==> src/rtl/xdma_burst_splitter_pkg.sv <==
// xdma_burst_splitter_pkg: shared constants and descriptor types for the XDMA write burst splitter.
package xdma_burst_splitter_pkg;
    localparam int unsigned DataWidth = 512;
    localparam int unsigned StrbWidth = DataWidth / 8;
    localparam int unsigned AxSize    = $clog2(StrbWidth);
    localparam int unsigned AddrWidth = 48;
    localparam int unsigned LenWidth  = 32;
    localparam int unsigned IdWidth   = 4;
    localparam int unsigned MaxBeats  = 256;
    localparam int unsigned PageSize  = 4096;
    localparam int unsigned PageOffW  = $clog2(PageSize);

    localparam logic [1:0] AXI_BURST_INCR = 2'b01;

    typedef enum logic [1:0] {
        XDMA_REQ_IDX_AW,
        XDMA_REQ_IDX_W,
        XDMA_REQ_IDX_AR
    } xdma_req_idx_e;

    typedef enum logic [1:0] {
        ST_IDLE,
        ST_BUSY,
        ST_WAIT_DONE
    } state_e;

    typedef struct packed {
        logic [IdWidth-1:0]   id;
        logic [AddrWidth-1:0] addr;
        logic [7:0]           len;
        logic [2:0]           size;
        logic [1:0]           burst;
        logic [3:0]           cache;
    } xdma_req_aw_desc_t;

    typedef struct packed {
        logic [8:0] num_beats;
        logic       is_single;
        logic       is_write_data;
    } xdma_req_w_desc_t;
endpackage

==> src/rtl/xdma_burst_splitter_if.sv <==
// xdma_burst_splitter_if: request, descriptor and completion signals of the burst splitter.
interface xdma_burst_splitter_if;
    import xdma_burst_splitter_pkg::*;
    logic                 req_valid_i;
    logic                 req_ready_o;
    logic [IdWidth-1:0]   req_id_i;
    logic [AddrWidth-1:0] req_addr_i;
    logic [LenWidth-1:0]  req_len_i;
    logic                 req_is_write_data_i;
    logic                 out_valid_o;
    logic                 out_ready_i;
    xdma_req_aw_desc_t    out_aw_desc_o;
    xdma_req_w_desc_t     out_w_desc_o;
    logic                 wr_done_i;
    logic                 busy_o;
    logic [15:0]          burst_cnt_o;

    modport slave (
        input  req_valid_i, req_id_i, req_addr_i, req_len_i, req_is_write_data_i,
        input  out_ready_i, wr_done_i,
        output req_ready_o, out_valid_o, out_aw_desc_o, out_w_desc_o, busy_o, burst_cnt_o
    );

    modport master (
        output req_valid_i, req_id_i, req_addr_i, req_len_i, req_is_write_data_i,
        output out_ready_i, wr_done_i,
        input  req_ready_o, out_valid_o, out_aw_desc_o, out_w_desc_o, busy_o, burst_cnt_o
    );
endinterface

==> src/rtl/xdma_burst_splitter_calc.sv <==
// xdma_burst_splitter_calc: beats of the next burst = min(remaining, MaxBeats, beats left in page).
module xdma_burst_splitter_calc
    import xdma_burst_splitter_pkg::*;
(
    input  logic [LenWidth-1:0] i_remaining,
    input  logic [PageOffW-1:0] i_page_off,
    output logic [8:0]          o_beats
);
    logic [PageOffW:0]   w_page_bytes;
    logic [LenWidth-1:0] w_to_page;
    logic [LenWidth-1:0] w_lim;

    assign w_page_bytes = (PageOffW+1)'(PageSize) - {1'b0, i_page_off};
    assign w_to_page    = LenWidth'(w_page_bytes >> AxSize);
    assign w_lim        = (w_to_page < LenWidth'(MaxBeats)) ? w_to_page : LenWidth'(MaxBeats);
    assign o_beats      = 9'((i_remaining < w_lim) ? i_remaining : w_lim);
endmodule

==> src/rtl/xdma_burst_splitter.sv <==
// xdma_burst_splitter: splits one XDMA write request into page-safe AXI AW/W descriptor pairs.
module xdma_burst_splitter
    import xdma_burst_splitter_pkg::*;
(
    input logic                  clk_i,
    input logic                  rst_ni,
    xdma_burst_splitter_if.slave bus
);
    state_e               r_state;
    state_e               w_state_nxt;
    logic [IdWidth-1:0]   r_id;
    logic [AddrWidth-1:0] r_addr;
    logic [LenWidth-1:0]  r_rem;
    logic                 r_wd;
    logic [15:0]          r_cnt;
    logic                 r_done_seen;
    logic [8:0]           w_beats;
    logic                 w_accept;
    logic                 w_fire;
    logic                 w_last;

    xdma_burst_splitter_calc u_calc (
        .i_remaining (r_rem),
        .i_page_off  (r_addr[PageOffW-1:0]),
        .o_beats     (w_beats)
    );

    assign w_accept = bus.req_valid_i && r_state == ST_IDLE;
    assign w_fire   = bus.out_valid_o && bus.out_ready_i;
    assign w_last   = r_rem == LenWidth'(w_beats);

    always_comb begin
        w_state_nxt = r_state;
        unique case (r_state)
            ST_IDLE:      if (bus.req_valid_i && bus.req_len_i != '0) w_state_nxt = ST_BUSY;
            ST_BUSY:      if (w_fire && w_last) w_state_nxt = ST_WAIT_DONE;
            ST_WAIT_DONE: if (r_done_seen || bus.wr_done_i) w_state_nxt = ST_IDLE;
            default:      w_state_nxt = ST_IDLE;
        endcase
    end

    // Descriptors come purely from flops and read as zero outside BUSY
    assign bus.req_ready_o   = r_state == ST_IDLE;
    assign bus.busy_o        = r_state != ST_IDLE;
    assign bus.out_valid_o   = r_state == ST_BUSY;
    assign bus.burst_cnt_o   = r_cnt;
    assign bus.out_aw_desc_o = bus.out_valid_o ? xdma_req_aw_desc_t'{id: r_id, addr: r_addr,
        len: 8'(w_beats - 9'd1), size: 3'(AxSize), burst: AXI_BURST_INCR, cache: 4'd0} : '0;
    assign bus.out_w_desc_o  = bus.out_valid_o ? xdma_req_w_desc_t'{num_beats: w_beats,
        is_single: w_beats == 9'd1, is_write_data: r_wd} : '0;

    always_ff @(posedge clk_i or negedge rst_ni) begin
        if (!rst_ni) begin
            r_state     <= ST_IDLE;
            r_id        <= '0;
            r_addr      <= '0;
            r_rem       <= '0;
            r_wd        <= 1'b0;
            r_cnt       <= '0;
            r_done_seen <= 1'b0;
        end else begin
            r_state     <= w_state_nxt;
            r_done_seen <= (w_state_nxt == ST_IDLE) ? 1'b0 : r_done_seen | (bus.wr_done_i && r_state != ST_IDLE);
            if (w_accept) begin
                r_id   <= bus.req_id_i;
                r_addr <= bus.req_addr_i;
                r_rem  <= bus.req_len_i;
                r_wd   <= bus.req_is_write_data_i;
                r_cnt  <= '0;
            end else if (w_fire) begin
                r_addr <= r_addr + (AddrWidth'(w_beats) << AxSize);
                r_rem  <= r_rem - LenWidth'(w_beats);
                r_cnt  <= r_cnt + {15'd0, r_cnt != 16'hFFFF};
            end
        end
    end

    assert property (@(posedge clk_i) disable iff (!rst_ni) w_accept |-> bus.req_addr_i[AxSize-1:0] == '0);
endmodule
==> src/flat_wrapper.sv <==
// flat-port wrapper written by rule: the top's interface ports become plain ports
module xdma_burst_splitter_flat import xdma_burst_splitter_pkg::*;
  (clk_i, rst_ni, bus_req_valid_i, bus_req_id_i, bus_req_addr_i, bus_req_len_i, bus_req_is_write_data_i, bus_out_ready_i, bus_wr_done_i, bus_req_ready_o, bus_out_valid_o, bus_out_aw_desc_o, bus_out_w_desc_o, bus_busy_o, bus_burst_cnt_o);
  xdma_burst_splitter_if bus_i ();
  input logic clk_i;
  input logic rst_ni;
  input wire logic [$bits(bus_i.req_valid_i)-1:0] bus_req_valid_i;
  input wire logic [$bits(bus_i.req_id_i)-1:0] bus_req_id_i;
  input wire logic [$bits(bus_i.req_addr_i)-1:0] bus_req_addr_i;
  input wire logic [$bits(bus_i.req_len_i)-1:0] bus_req_len_i;
  input wire logic [$bits(bus_i.req_is_write_data_i)-1:0] bus_req_is_write_data_i;
  input wire logic [$bits(bus_i.out_ready_i)-1:0] bus_out_ready_i;
  input wire logic [$bits(bus_i.wr_done_i)-1:0] bus_wr_done_i;
  output wire logic [$bits(bus_i.req_ready_o)-1:0] bus_req_ready_o;
  output wire logic [$bits(bus_i.out_valid_o)-1:0] bus_out_valid_o;
  output wire logic [$bits(bus_i.out_aw_desc_o)-1:0] bus_out_aw_desc_o;
  output wire logic [$bits(bus_i.out_w_desc_o)-1:0] bus_out_w_desc_o;
  output wire logic [$bits(bus_i.busy_o)-1:0] bus_busy_o;
  output wire logic [$bits(bus_i.burst_cnt_o)-1:0] bus_burst_cnt_o;
  assign bus_i.req_valid_i = bus_req_valid_i;
  assign bus_i.req_id_i = bus_req_id_i;
  assign bus_i.req_addr_i = bus_req_addr_i;
  assign bus_i.req_len_i = bus_req_len_i;
  assign bus_i.req_is_write_data_i = bus_req_is_write_data_i;
  assign bus_i.out_ready_i = bus_out_ready_i;
  assign bus_i.wr_done_i = bus_wr_done_i;
  assign bus_req_ready_o = bus_i.req_ready_o;
  assign bus_out_valid_o = bus_i.out_valid_o;
  assign bus_out_aw_desc_o = bus_i.out_aw_desc_o;
  assign bus_out_w_desc_o = bus_i.out_w_desc_o;
  assign bus_busy_o = bus_i.busy_o;
  assign bus_burst_cnt_o = bus_i.burst_cnt_o;
  xdma_burst_splitter u_core (.clk_i(clk_i), .rst_ni(rst_ni), .bus(bus_i));
endmodule
==> config.mk <==
export PLATFORM = sky130hd
export DESIGN_NAME = xdma_burst_splitter_flat
export DESIGN_NICKNAME = d
export VERILOG_FILES = /design/src/rtl/xdma_burst_splitter_pkg.sv /design/src/rtl/xdma_burst_splitter_if.sv /design/src/rtl/xdma_burst_splitter_calc.sv /design/src/rtl/xdma_burst_splitter.sv /design/src/flat_wrapper.sv
export SDC_FILE = /design/constraint.sdc
export NUM_CORES = 1
export LEC_CHECK = 0
export ABC_AREA = 1
export BUFFER_PORTS_ARGS = -buffer_cell sky130_fd_sc_hd__buf_4
export CAP_MARGIN = 20
export CORE_ASPECT_RATIO = 0.8
export CORE_MARGIN = 10
export CORE_UTILIZATION = 40
export DETAILED_ROUTE_END_ITERATION = 7
export SLEW_MARGIN = 20
export SYNTH_ARGS = -nofsm -noshare
export SYNTH_HDL_FRONTEND = slang
export SYNTH_SLANG_ARGS = --single-unit
==> constraint.sdc <==
create_clock -name clk_i -period 8.5 [get_ports clk_i]
set_clock_uncertainty 0.05 [all_clocks]
set_input_delay 0.85 -clock clk_i [delete_from_list [all_inputs] [get_ports clk_i]]
set_output_delay 0.85 -clock clk_i [all_outputs]
set_load 0.05 [all_outputs]
Word level (Yosys, flattened, before mapping):

Index checks and enable logic that the tools add are counted.

* register bits: 104
* output and inout port bits: 99

* $add $sub $neg: 5
* order comparisons: 2
* equal/unequal tests: 5
* multiplexer cells: 15
* bitwise logic cells: 1
* reduce and logical (&&, ||, !) cells: 11

Operators with widths (number)
* 48-bit 2-to-1 mux: 2
* 69-bit 2-to-1 mux: 1
* 32-bit 2-to-1 mux: 2
* 48-bit by 15-bit adder with 48-bit output: 1
* 32-bit by 9-bit equality test with 1-bit output: 1
* 32-bit by 9-bit less-than comparator with 1-bit output: 1
* 16-bit 2-to-1 mux: 2
* 32-bit nonzero test: 1
* 32-bit by 9-bit subtractor with 32-bit output: 1
* 9-bit 2-to-1 mux: 2
* 16-bit by 1-bit adder with 16-bit output: 1
* 16-bit inequality test (second input constant): 1
* 13-bit by 12-bit subtractor with 13-bit output (first input constant): 1
* 11-bit 2-to-1 mux: 1
* 9-bit by 1-bit equality test with 1-bit output (second input constant): 1
* 7-bit by 9-bit less-than comparator with 1-bit output (second input constant): 1
* 8-bit by 1-bit subtractor with 8-bit output (second input constant): 1
* 2-bit 2-to-1 mux: 3
* 2-bit one-hot mux with 3 select lines: 1
* 1-bit logical AND: 5
* 2-bit zero test: 2
* 2-bit nonzero test: 2
* 2-bit by 1-bit equality test with 1-bit output (second input constant): 1
* 2-bit equality test (second input constant): 1
* other kinds (3): 3

Longest topological paths before layout:

* word-level depth: 11
* mapped depth: 34
* depth with buffers taken out: 34

Cells and area by module:

Synthesis repeated with hierarchy kept, for this count alone.

* cells, all modules: 1510
* area, all modules: 9160.0 um^2

By module, submodules not included
* xdma_burst_splitter: times used 1, cells an instance 1408, area each 8639.5 um^2, seq. area each 2602.5 um^2
* xdma_burst_splitter_calc: times used 1, cells an instance 102, area each 520.5 um^2, seq. area each 0.0 um^2

Worst setup path before layout:

Ideal clock, no wire load.

* kind: register to output
* start point: reg u_core.r_addr[6]
* end point: out bus_out_aw_desc_o[11]
* arrival time: 3.578 ns
* data required time: 7.600 ns
* slack: 4.022 ns
* stages on the path, launching flop included: 19
* cells stage by stage: dfrtp_1 -> inv_1 -> nand2_1 -> nor2_1 -> nand2_2 -> nor2_4 -> nand4_1 -> or2_1 -> nand2_2 -> ha_1 -> a21oi_1 -> nor2_1 -> nor3_4 -> nand2_4 -> nand2_1 -> nand2_1 -> ha_1 -> or2_1 -> a21oi_1

* word-level cells in the longest chain between the ends: 7

Ends and longest elaborated chain
* start, declared: line xdma_burst_splitter.sv:12 `logic [AddrWidth-1:0] r_addr;`
* start signal, assigned: line xdma_burst_splitter.sv:66 `r_addr <= bus.req_addr_i;`
* start signal, assigned: line xdma_burst_splitter.sv:71 `r_addr <= r_addr + (AddrWidth'(w_beats) << AxSize);`
* 13-bit by 12-bit subtractor with 13-bit output *: line xdma_burst_splitter_calc.sv:13 `assign w_page_bytes = (PageOffW+1)'(PageSize) - {1'b0, i_page_off};`
* 7-bit by 9-bit less-than comparator with 1-bit output: line xdma_burst_splitter_calc.sv:15 `assign w_lim = (w_to_page < LenWidth'(MaxBeats)) ? w_to_page : LenWidth'(MaxBeats);`
* 9-bit 2-to-1 mux *: line xdma_burst_splitter_calc.sv:15
* 32-bit by 9-bit less-than comparator with 1-bit output: line xdma_burst_splitter_calc.sv:16 `assign o_beats = 9'((i_remaining < w_lim) ? i_remaining : w_lim);`
* 9-bit 2-to-1 mux *: line xdma_burst_splitter_calc.sv:16
* 8-bit by 1-bit subtractor with 8-bit output *: line xdma_burst_splitter.sv:48 `len: 8'(w_beats - 9'd1), size: 3'(AxSize), burst: AXI_BURST_INCR, cache: 4'd0} : '0;`
* 69-bit 2-to-1 mux *: line xdma_burst_splitter.sv:47 `assign bus.out_aw_desc_o = bus.out_valid_o ? xdma_req_aw_desc_t'{id: r_id, addr: r_addr,`
* end, declared: line flat_wrapper.sv:16 `output wire logic [$bits(bus_i.out_aw_desc_o)-1:0] bus_out_aw_desc_o;`

Mark *: on every way between the ends. The rest lies on a longest branch, timed or not.

Final worst setup path:

* start point: reg u_core.r_addr[6]
* end point: reg u_core.r_addr[34]

* word-level cells in the longest chain between the ends: 8

Ends and longest elaborated chain
* 13-bit by 12-bit subtractor with 13-bit output: line xdma_burst_splitter_calc.sv:13
* 7-bit by 9-bit less-than comparator with 1-bit output: line xdma_burst_splitter_calc.sv:15
* 9-bit 2-to-1 mux: line xdma_burst_splitter_calc.sv:15
* 32-bit by 9-bit less-than comparator with 1-bit output: line xdma_burst_splitter_calc.sv:16
* 9-bit 2-to-1 mux: line xdma_burst_splitter_calc.sv:16
* 48-bit by 15-bit adder with 48-bit output *: line xdma_burst_splitter.sv:71
* 48-bit 2-to-1 mux *: line xdma_burst_splitter.sv:70 `end else if (w_fire) begin`
* 48-bit 2-to-1 mux *: line xdma_burst_splitter.sv:64 `if (w_accept) begin`

Mark *: on every way between the ends. The rest lies on a longest branch, timed or not. The select of a mux whose other input is x is not followed.
A chain may end at the register's enable or synchronous reset.

==> flow_metrics.env <==
export IMPL_ys_async_sr_fraction_pct=100
export IMPL_synth_cells=1168
export IMPL_drive_above_1_share_pct=17.8
export IMPL_hp_class="input port to asynchronous set/reset pin"
export IMPL_hold_buffers=0
export IMPL_cts_buffer_depth=2
export IMPL_core_sq_um=19700
export IMPL_syn_to_final_growth_pct=23.2
export IMPL_vias=8389
export IMPL_io_pins=189
export IMPL_grt_overflow=0
export IMPL_ys_seq_elements=104
export IMPL_synth_avg_cell_area_sq_um=6.84
export IMPL_path_class="flop to flop"
export IMPL_cts_setup_buffers=0
export IMPL_dr_pass1_iters=6
export IMPL_finalNetCount=1448
export IMPL_numCtsBuffers=9
export IMPL_crit_top_cell="inv_1"
export IMPL_grt_pass1_wl_mm=44.2
export IMPL_power_density_nw_per_um2=399
export IMPL_wl_mm=27.8
export IMPL_worst_pin_slew_ns=0.896
export IMPL_die_w_um=178
export IMPL_clockRootBuffer="clkbuf_16"
export IMPL_grt_max_degree=67
export IMPL_p_int_uw=1710
export IMPL_slew_violations=0
export IMPL_setup_violations=0
export IMPL_drt_vias_per_instance=5.25
export IMPL_power_frac_clock_pct=11.0
export IMPL_yosysWarnings=0
export IMPL_cp_top_family="simple AND/OR/NAND/NOR gates"
export IMPL_cts_tree="done"
export IMPL_hold_viol=0
export IMPL_hpwl_mm=21.5
export IMPL_place_port_buffers=180
export IMPL_start_kind="flop"
export IMPL_rrSetupSlack_ns=3.25
export IMPL_p_leak_uw=0.00477
export IMPL_ys_seq_area_share_pct=32.6
export IMPL_hold_ws_ns=0.414
export IMPL_design_area_sq_um=9840
export IMPL_r2r_cells=29
export IMPL_grt_pass1_vias=7994
export IMPL_slowest_stage="nor3_4"
export IMPL_final_setup_tns_ns=0
export IMPL_crit_required_ns=8.68
export IMPL_maxCapViolations=0
export IMPL_p_sw_share_pct=56.5
export IMPL_ctsResizeCount=0
export IMPL_dieArea_sq_um=26000
export IMPL_relSlewSlack_pct=40.2
export IMPL_clk_pin_slew_ns=0.08
export IMPL_routedWlPerCell_um=17.4
export IMPL_finalCritPeriodShare_pct=61.8
export IMPL_cts_max_level=3
export IMPL_p_seq_share_pct=23.9
export IMPL_yosysTopAreaCellShare_pct=32.6
export IMPL_postRouteAntennaNets=0
export IMPL_arrival_ns=5.43
export IMPL_syn_area_sq_um=7980
export IMPL_fmax_ghz=0.190
export IMPL_dpl_cell_area_sq_um=9540
export IMPL_synth_edff_count=0
export IMPL_initial_core_util_pct=40.4
export IMPL_diodes=0
export IMPL_period_needed_ns=5.25
export IMPL_cp_depth=29
export IMPL_p_comb_share_pct=65.1
export IMPL_rsz0062_at_grt="false"
export IMPL_ir_drop_mv=0.268
export IMPL_fin_util_pct=49.8
export IMPL_crit_path_start="u_core.r_addr[6]"
export IMPL_endpoint="u_core.r_addr[34]"
export IMPL_drt_initial_drc_count=697
export IMPL_gp_congestion=0.973
export IMPL_ys_types=45
export IMPL_cp_max_fo=10
export IMPL_drc=0
export IMPL_fillCellCount=2024
export IMPL_clk_latency_ns=0.36
export IMPL_net_switching_power_uw=2220
export IMPL_synth_area_leaders="dfrtp_1 33%, nand2_1 13%, inv_1 7.3%, nor2_1 7.2%, xor2_1 4.2%"
export IMPL_r2r_start="u_core.r_addr[6]"
export IMPL_end_kind="flop"
export IMPL_timing_rr_end="u_core.r_addr[34]"
export IMPL_cts_sinks=104
export IMPL_status="complete, no violations"
export IMPL_cp_slowest_stage_delay_ns=0.42
export IMPL_chipHeight_um=146
export IMPL_fp_row_count=46
export IMPL_ys_top_cells_by_count="287 x nand2_1, 156 x inv_1, 153 x nor2_1"
export IMPL_antenna_found_initial=0
export IMPL_grt_usage_pct=21.0
export IMPL_synth_area_leader_cell="dfrtp_1"
export IMPL_synthFlopType="dfrtp_1"
export IMPL_synth_most_common_cell="nand2_1"
export IMPL_cp_num_buf_inv=5
==> power by group through the flow <==
| stage | sequential [uW] | clock (uW) | combinational, uW |
|---|---|---|---|
| 2_1_floorplan | 893 | 0 | 1870 |
| 3_3_place_gp | 943 | 0 | 2540 |
| 3_5_place_dp | 939 | 0 | 2550 |
| 4_1_cts | 932 | 442 | 2560 |
| 5_1_grt | 970 | 462 | 2810 |
| 6_report | 938 | 432 | 2560 |
==> layer usage <==
layer  wire length, um  up-vias  global-route usage (%)
li1                  -     4127                       -
met1             13700     3917                    31.8
met2             11400      331                    28.9
met3              2590       14                    5.75
met4               147        0                    3.45
met5                 0        -                       0
==> area by class of cell <==
cell class	count	area, sq um	share of cell area (%)
multi-input cells	865	4590	46.7
flip-flops and latches	104	2600	26.5
repair buffers	186	1400	14.2
inverters	164	616	6.26
well taps	264	330	3.36
clock buffers	11	253	2.57
clock inverters	5	46.3	0.471
==> worst register-to-register path: cells and delay by family, from the launching register on <==
kind	cells	cell delay (ns)
buf+inv	5	0.53
fa+ha+maj	3	0.79
flops	1	0.40
simple gates	17	2.83
compound gates	3	0.31
xor+xnor	1	0.22
==> state kept, by name (all words and copies together) (netlist names) <==
name                    flops
u_core.bus.burst_cnt_o     16
u_core.r_wd                 1
u_core.r_addr              48
u_core.r_done_seen          1
u_core.r_id                 4
u_core.r_rem               32
u_core.r_state              2
==> layout by cell type, fill, tap and decap left out, drive strengths merged <==
cell / n
clkbuf: 11
nand3: 62
a31oi: 1
and2: 1
a21oi: 34
inv: 166
o21a: 2
nor2: 161
and3: 1
o31ai: 2
o21ai: 49
xor2: 38
or4: 1
nor3b: 4
o221ai: 24
or2: 2
ha: 26
xnor2: 11
o211ai: 37
a22o: 2
nor3: 37
dfrtp: 104
a22oi: 1
buf: 186
clkinv: 3
a21boi: 1
o22ai: 3
nand3b: 2
nor4: 19
fa: 2
conb: 10
nand4: 28
o21bai: 4
nand2: 300
==> stage by stage <==
stage | std cells | worst slack, ns | total power (uW)
after floorplan | 1177 | 4.02 | 2760
after global placement | 1583 | 3.40 | 3480
after detailed placement | 1583 | 3.32 | 3490
after CTS | 1599 | 3.28 | 3940
after global routing | 1599 | 2.62 | 4250
final | 1599 | 3.25 | 3930
==> worst min-delay path by stage <==
stage,from,end,slack (ns),cells past startpoint
6_report,rst_ni,u_core.r_wd,0.41,1
5_1_grt,rst_ni,u_core.r_wd,0.44,1
4_1_cts,rst_ni,u_core.r_wd,0.43,1
3_5_place_dp,u_core.bus.burst_cnt_o[11],u_core.bus.burst_cnt_o[11],0.47,2
3_3_place_gp,u_core.r_id[0],u_core.r_id[0],0.47,2
2_1_floorplan,u_core.r_id[0],u_core.r_id[0],0.45,2
==> kinds of logic (layout without fill, tap and decap cells) <==
logic type | Yosys count | count (layout) | synth area share, %
simple gates | 618 | 618 | 34.3
buf+inv | 208 | 366 | 10.3
compound gates | 160 | 160 | 12.8
flops | 104 | 104 | 32.6
xor+xnor | 49 | 49 | 5.38
fa+ha+maj | 28 | 28 | 4.58
other cells | 1 | 10 | 0.0470
Note: power is estimated with default switching activity, not from simulation.
